==> src/rtl/expected_fifo.sv <==
// Expected-value FIFO whose oldest entry is always presented from a register.
module expected_fifo #(
  parameter int DATA_WIDTH = 40,
  parameter int DEPTH      = 8
) (
  input  logic                  clk,
  input  logic                  rst_n,
  input  logic                  clr,
  input  logic                  push,
  input  logic                  pop,
  input  logic [DATA_WIDTH-1:0] wdata,
  output logic [DATA_WIDTH-1:0] head,
  output logic                  full,
  output logic                  empty
);

  localparam int AW = $clog2(DEPTH);
  localparam logic [AW:0] CNT_FULL = (AW + 1)'(DEPTH);
  localparam logic [AW:0] CNT_ONE  = (AW + 1)'(1);
  localparam logic [AW-1:0] PTR_ONE = AW'(1);

  logic [DATA_WIDTH-1:0] mem_q [DEPTH];
  logic [AW-1:0]         wr_ptr_q, wr_ptr_d;
  logic [AW-1:0]         rd_ptr_q, rd_ptr_d;
  logic [AW-1:0]         rd_nxt_s;
  logic [AW:0]           count_q, count_d;
  logic [DATA_WIDTH-1:0] head_q, head_d;
  logic                  do_push_s, do_pop_s;

  // Pointer, occupancy and head-register next state.
  always_comb begin
    do_pop_s  = pop & (count_q != '0);
    do_push_s = push & ((count_q != CNT_FULL) | do_pop_s);
    rd_nxt_s  = rd_ptr_q + PTR_ONE;
    wr_ptr_d  = wr_ptr_q;
    rd_ptr_d  = rd_ptr_q;
    count_d   = count_q;
    head_d    = head_q;
    if (clr) begin
      wr_ptr_d = '0;
      rd_ptr_d = '0;
      count_d  = '0;
      head_d   = '0;
    end else begin
      if (do_push_s) begin
        wr_ptr_d = wr_ptr_q + PTR_ONE;
      end else begin
        wr_ptr_d = wr_ptr_q;
      end
      if (do_pop_s) begin
        rd_ptr_d = rd_nxt_s;
      end else begin
        rd_ptr_d = rd_ptr_q;
      end
      case ({do_push_s, do_pop_s})
        2'b10:   count_d = count_q + CNT_ONE;
        2'b01:   count_d = count_q - CNT_ONE;
        default: count_d = count_q;
      endcase
      // Head must track the new oldest entry; a one-deep queue hands off to the incoming word.
      if (do_pop_s) begin
        if (count_q == CNT_ONE) begin
          head_d = do_push_s ? wdata : head_q;
        end else begin
          head_d = mem_q[rd_nxt_s];
        end
      end else if (do_push_s && (count_q == '0)) begin
        head_d = wdata;
      end else begin
        head_d = head_q;
      end
    end
  end

  // Storage array write port.
  always_ff @(posedge clk) begin
    if (do_push_s && !clr) begin
      mem_q[wr_ptr_q] <= wdata;
    end
  end

  // Control and head registers.
  always_ff @(posedge clk or negedge rst_n) begin
    if (!rst_n) begin
      wr_ptr_q <= '0;
      rd_ptr_q <= '0;
      count_q  <= '0;
      head_q   <= '0;
    end else begin
      wr_ptr_q <= wr_ptr_d;
      rd_ptr_q <= rd_ptr_d;
      count_q  <= count_d;
      head_q   <= head_d;
    end
  end

  assign head  = head_q;
  assign full  = (count_q == CNT_FULL);
  assign empty = (count_q == '0);

endmodule

==> config.mk <==
export PLATFORM = sky130hd
export DESIGN_NAME = expected_fifo
export DESIGN_NICKNAME = d
export VERILOG_FILES = /design/src/rtl/expected_fifo.sv
export SDC_FILE = /design/constraint.sdc
export NUM_CORES = 1
export LEC_CHECK = 0
export CORE_AREA = 2 2 206 158
export DETAILED_ROUTE_END_ITERATION = 10
export DIE_AREA = 0 0 208 160
export GPL_ROUTABILITY_DRIVEN = 0
export MAX_ROUTING_LAYER = met4
export PLACE_DENSITY_LB_ADDON = 0.05
export SLEW_MARGIN = 20
export SYNTH_ARGS = -nofsm -noshare
export SYNTH_HDL_FRONTEND = slang
export SYNTH_SLANG_ARGS = --single-unit
export TNS_END_PERCENT = 5
==> constraint.sdc <==
create_clock -name clk -period 4.7 [get_ports clk]
set_input_delay 0.94 -clock clk [delete_from_list [all_inputs] [get_ports clk]]
set_output_delay 0.94 -clock clk [all_outputs]
set_load 0.01 [all_outputs]
==> flow_metrics.py <==
metrics = {
    "outcome": {
        "run_status": "complete, no violations",
    },
    "power_and_ir_drop": {
        "p_leak_uw": 0.00573,
        "power_density_nw_per_um2": 501,
        "vdd.ir_drop.worst_v": 0.000275,
    },
    "clock_network": {
        "maximum_buffer_depth_of_the_clock_tree": 3,
        "tritoncts": "done",
        "ctsHtreeMaxLevel": 2,
        "cts_made_buffers": 37,
        "clkLatencyLatePin_ps": 520,
        "clock-sinks": 370,
        "postCtsSetupRepairBufs": 0,
        "cts.hold.buffers_added": 0,
        "cts-resized-gates": 0,
        "cell_at_the_root_of_the_clock_tree": "sky130_fd_sc_hd__clkbuf_16",
        "clk_transition_reported_paths_ps": 60,
    },
    "logic_synthesis": {
        "ys_dominant_reg_cell": "sky130_fd_sc_hd__edfxtp_1",
        "post_synth_most_frequent_cells": "sky130_fd_sc_hd__edfxtp_1 (320), sky130_fd_sc_hd__mux2_2 (160), sky130_fd_sc_hd__o22ai_1 (82)",
        "synth_fp_nets": 927,
        "synth-seq-area-share_pct": 71.8,
        "synth_largest_type_area_fraction_pct": 63.5,
        "synth_top_area_cell": "sky130_fd_sc_hd__edfxtp_1",
        "synth.top_cells.by_area": "sky130_fd_sc_hd__edfxtp_1 (64%), sky130_fd_sc_hd__mux2_2 (12%), sky130_fd_sc_hd__dfrtp_1 (8.3%)",
        "postSynthRegisterBits": 370,
        "post_synth_instance_area_um2": 15100,
        "fraction_of_synthesis_flops_using_an_asynchronous_set_or_reset_pin_pct": 13.5,
        "yosysMostFrequentCell": "sky130_fd_sc_hd__edfxtp_1",
        "synth_cells": 877,
        "synth_warnings": 0,
        "distinct_cell_type_count_after_synthesis": 35,
        "synth_edf_count": 320,
        "syn-mean-instance-area_um2": 17.2,
    },
    "worst_setup_path": {
        "cp_num_buf_inv": 2,
        "crit_path_max_fanout": 21,
        "critical_path.top_delay_family": "simple AND/OR/NAND/NOR gates",
        "timing_worst_setup_path_type": "input port to flip-flop",
        "crit_path_cell_trace": "clkdlybuf4s50_1 -> o21ai_1 -> or3_1 -> nor2_4 -> buf_12",
        "cp_data_arrival_time_ps": 3470,
        "crit_slowest_cell": "sky130_fd_sc_hd__clkdlybuf4s50_1",
        "startpoint_type": "input port",
        "slowest_delay_ps": 730,
        "end_kind": "flip-flop",
        "critical_path_required_ps": 4910,
    },
    "timing": {
        "postLayoutSetupSlackWorst_ps": 1430,
        "final.setup_skew_ps": 19.5,
        "finalMaxSlewViolations": 0,
        "post-route-min-period_ps": 3270,
        "setup_violations": 0,
        "worst-slew-pin-transition_ps": 1120,
        "final_sum_of_negative_setup_slack_ps": 0,
        "max_freq_mhz": 306,
        "worst_slew_slack_as_a_fraction_of_its_limit_pct": 25.5,
        "report.final.hold_viol_count": 0,
        "rsz_0062_raised_after_global_routing": "false",
        "timing.final.crit_share_pct": 69.5,
    },
    "finish": {
        "flow.area_growth_from_synthesis_pct": 16.5,
        "stdcell_count": 1406,
        "final_nets": 1014,
        "count_of_antenna_diodes_in_the_layout": 0,
        "finish.utilization_pct": 55.9,
        "post_route_cells_drive_above_1_share_pct": 29.4,
        "postLayoutCellArea_um2": 17600,
    },
    "routing": {
        "route.final.wire_length_mm": 33.4,
        "detailed_routing_iteration_count_for_the_pre_antenna_repair_pass": 5,
        "post_drt_via_cell_ratio": 5.82,
        "dr.first_iter.drc_count": 506,
        "post_drt_wl_per_cell_um": 23.8,
        "drt_drc_violations_left": 0,
        "vias": 8184,
        "drtAntennaViolNets": 0,
    },
    "die": {
        "placeableCoreArea_um2": 31500,
        "num_io_pins": 87,
        "floorplan.die.width_um": 208,
        "floorplan.initialDensity_pct": 48.0,
        "placement_rows": 57,
        "die-area_um2": 33300,
        "die_h_um": 160,
    },
    "global_routing": {
        "grt_first_pass_wirelength_mm": 51.0,
        "grt_overflow_total": 0,
        "via_count_of_the_first_global_routing_pass": 8555,
        "grt_max_degree": 63,
        "grt_usage_pct": 20.8,
        "antenna_found_initial": 0,
    },
    "placed_design": {
        "dp_worst_setup_slack_ps": 895,
        "dpl.hpwl_mm": 18.6,
        "place.detailed.instances": 1338,
        "placed_area_um2": 16400,
        "port_buffers": 86,
    },
    "flow_run": {
        "maxCapViolCount": 0,
    },
    "min_path": {
        "holdCritPathClass": "input port to async pin",
    },
}
==> worst paths after layout <==
kind	start	end	slack, ps	cells past startpoint
setup / recovery	pop	mem_q[6][13]	1430	5
hold / removal	rst_n	head[4]	470	1
setup reg to reg	count_q[0]	mem_q[6][13]	1720	7
hold reg to reg	rd_ptr_q[1]	rd_ptr_q[1]	580	2
max in group asynchronous	rst_n	head[18]	3260	2
min in group clk	rd_ptr_q[1]	rd_ptr_q[1]	580	2
==> sequential cells by signal (all words and copies together) (netlist names) <==
name      cells
mem_q       320
wr_ptr_q      3
rd_ptr_q      3
count_q       4
head         40
==> logic make-up after synthesis <==
| kind of cell | Yosys count | share of synthesized area (%) |
|---|---|---|
| xor gates and xnor gates | 7 | 0.405 |
| and+or+nand+nor | 90 | 4.92 |
| buffers and inverters | 66 | 2.68 |
| muxes | 163 | 12.1 |
| DFF | 370 | 71.8 |
| adders and majority gates | 5 | 0.414 |
| AOI/OAI and AO/OA | 176 | 7.64 |
==> placed cells by master (no fill, tap or decap), types with 3 or more instances in the layout <==
cell / instances
sky130_fd_sc_hd__mux2_2: 160
sky130_fd_sc_hd__clkbuf_16: 39
sky130_fd_sc_hd__clkbuf_1: 13
sky130_fd_sc_hd__dfrtp_1: 50
sky130_fd_sc_hd__edfxtp_1: 320
sky130_fd_sc_hd__mux2i_1: 3
sky130_fd_sc_hd__xor2_1: 3
sky130_fd_sc_hd__nor2_1: 14
sky130_fd_sc_hd__buf_4: 16
sky130_fd_sc_hd__inv_1: 6
sky130_fd_sc_hd__a31oi_1: 41
sky130_fd_sc_hd__clkbuf_8: 5
sky130_fd_sc_hd__o21ai_0: 3
sky130_fd_sc_hd__nor3b_2: 41
sky130_fd_sc_hd__xnor2_1: 4
sky130_fd_sc_hd__clkinv_1: 4
sky130_fd_sc_hd__clkinv_2: 5
sky130_fd_sc_hd__nand2_1: 7
sky130_fd_sc_hd__clkdlybuf4s50_1: 84
sky130_fd_sc_hd__o22ai_1: 82
sky130_fd_sc_hd__o31ai_1: 40
sky130_fd_sc_hd__buf_12: 6
sky130_fd_sc_hd__ha_1: 4
sky130_fd_sc_hd__nand2b_1: 5
sky130_fd_sc_hd__nor2_4: 6
sky130_fd_sc_hd__a211oi_1: 3
==> metal layers <==
metal	share of wire, %	global-route usage, %	vias up
met1	46	28.6	4229
met3	4.4	3.07	43
met2	48	33.0	216
met4	1.5	5.09	0
met5	0	-	-
li1	-	-	3696
==> power by group <==
part | internal, uW | total [uW] | switching (uW)
clock network | 1660 | 2820 | 1160
logic | 1040 | 2130 | 1090
registers | 3760 | 3870 | 113
==> per-stage QoR <==
step | power, uW | hold slack, ps
after CTS | 8900 | 478
after detailed placement | 6090 | 586
after global placement | 6040 | 561
after global routing | 9200 | 502
final | 8830 | 474
after floorplan | 5400 | 494
==> cell type report <==
class                   count  area (um^2)
fillers                  2448        13900
flip-flops and latches    370        10900
inverters                   6         22.5
multi-input cells         441         3960
clock buffers              57         1090
clock inverters            11         78.8
well taps                 413          517
repair buffers            108         1090
No activity file was read; power rests on OpenSTA's default activity.
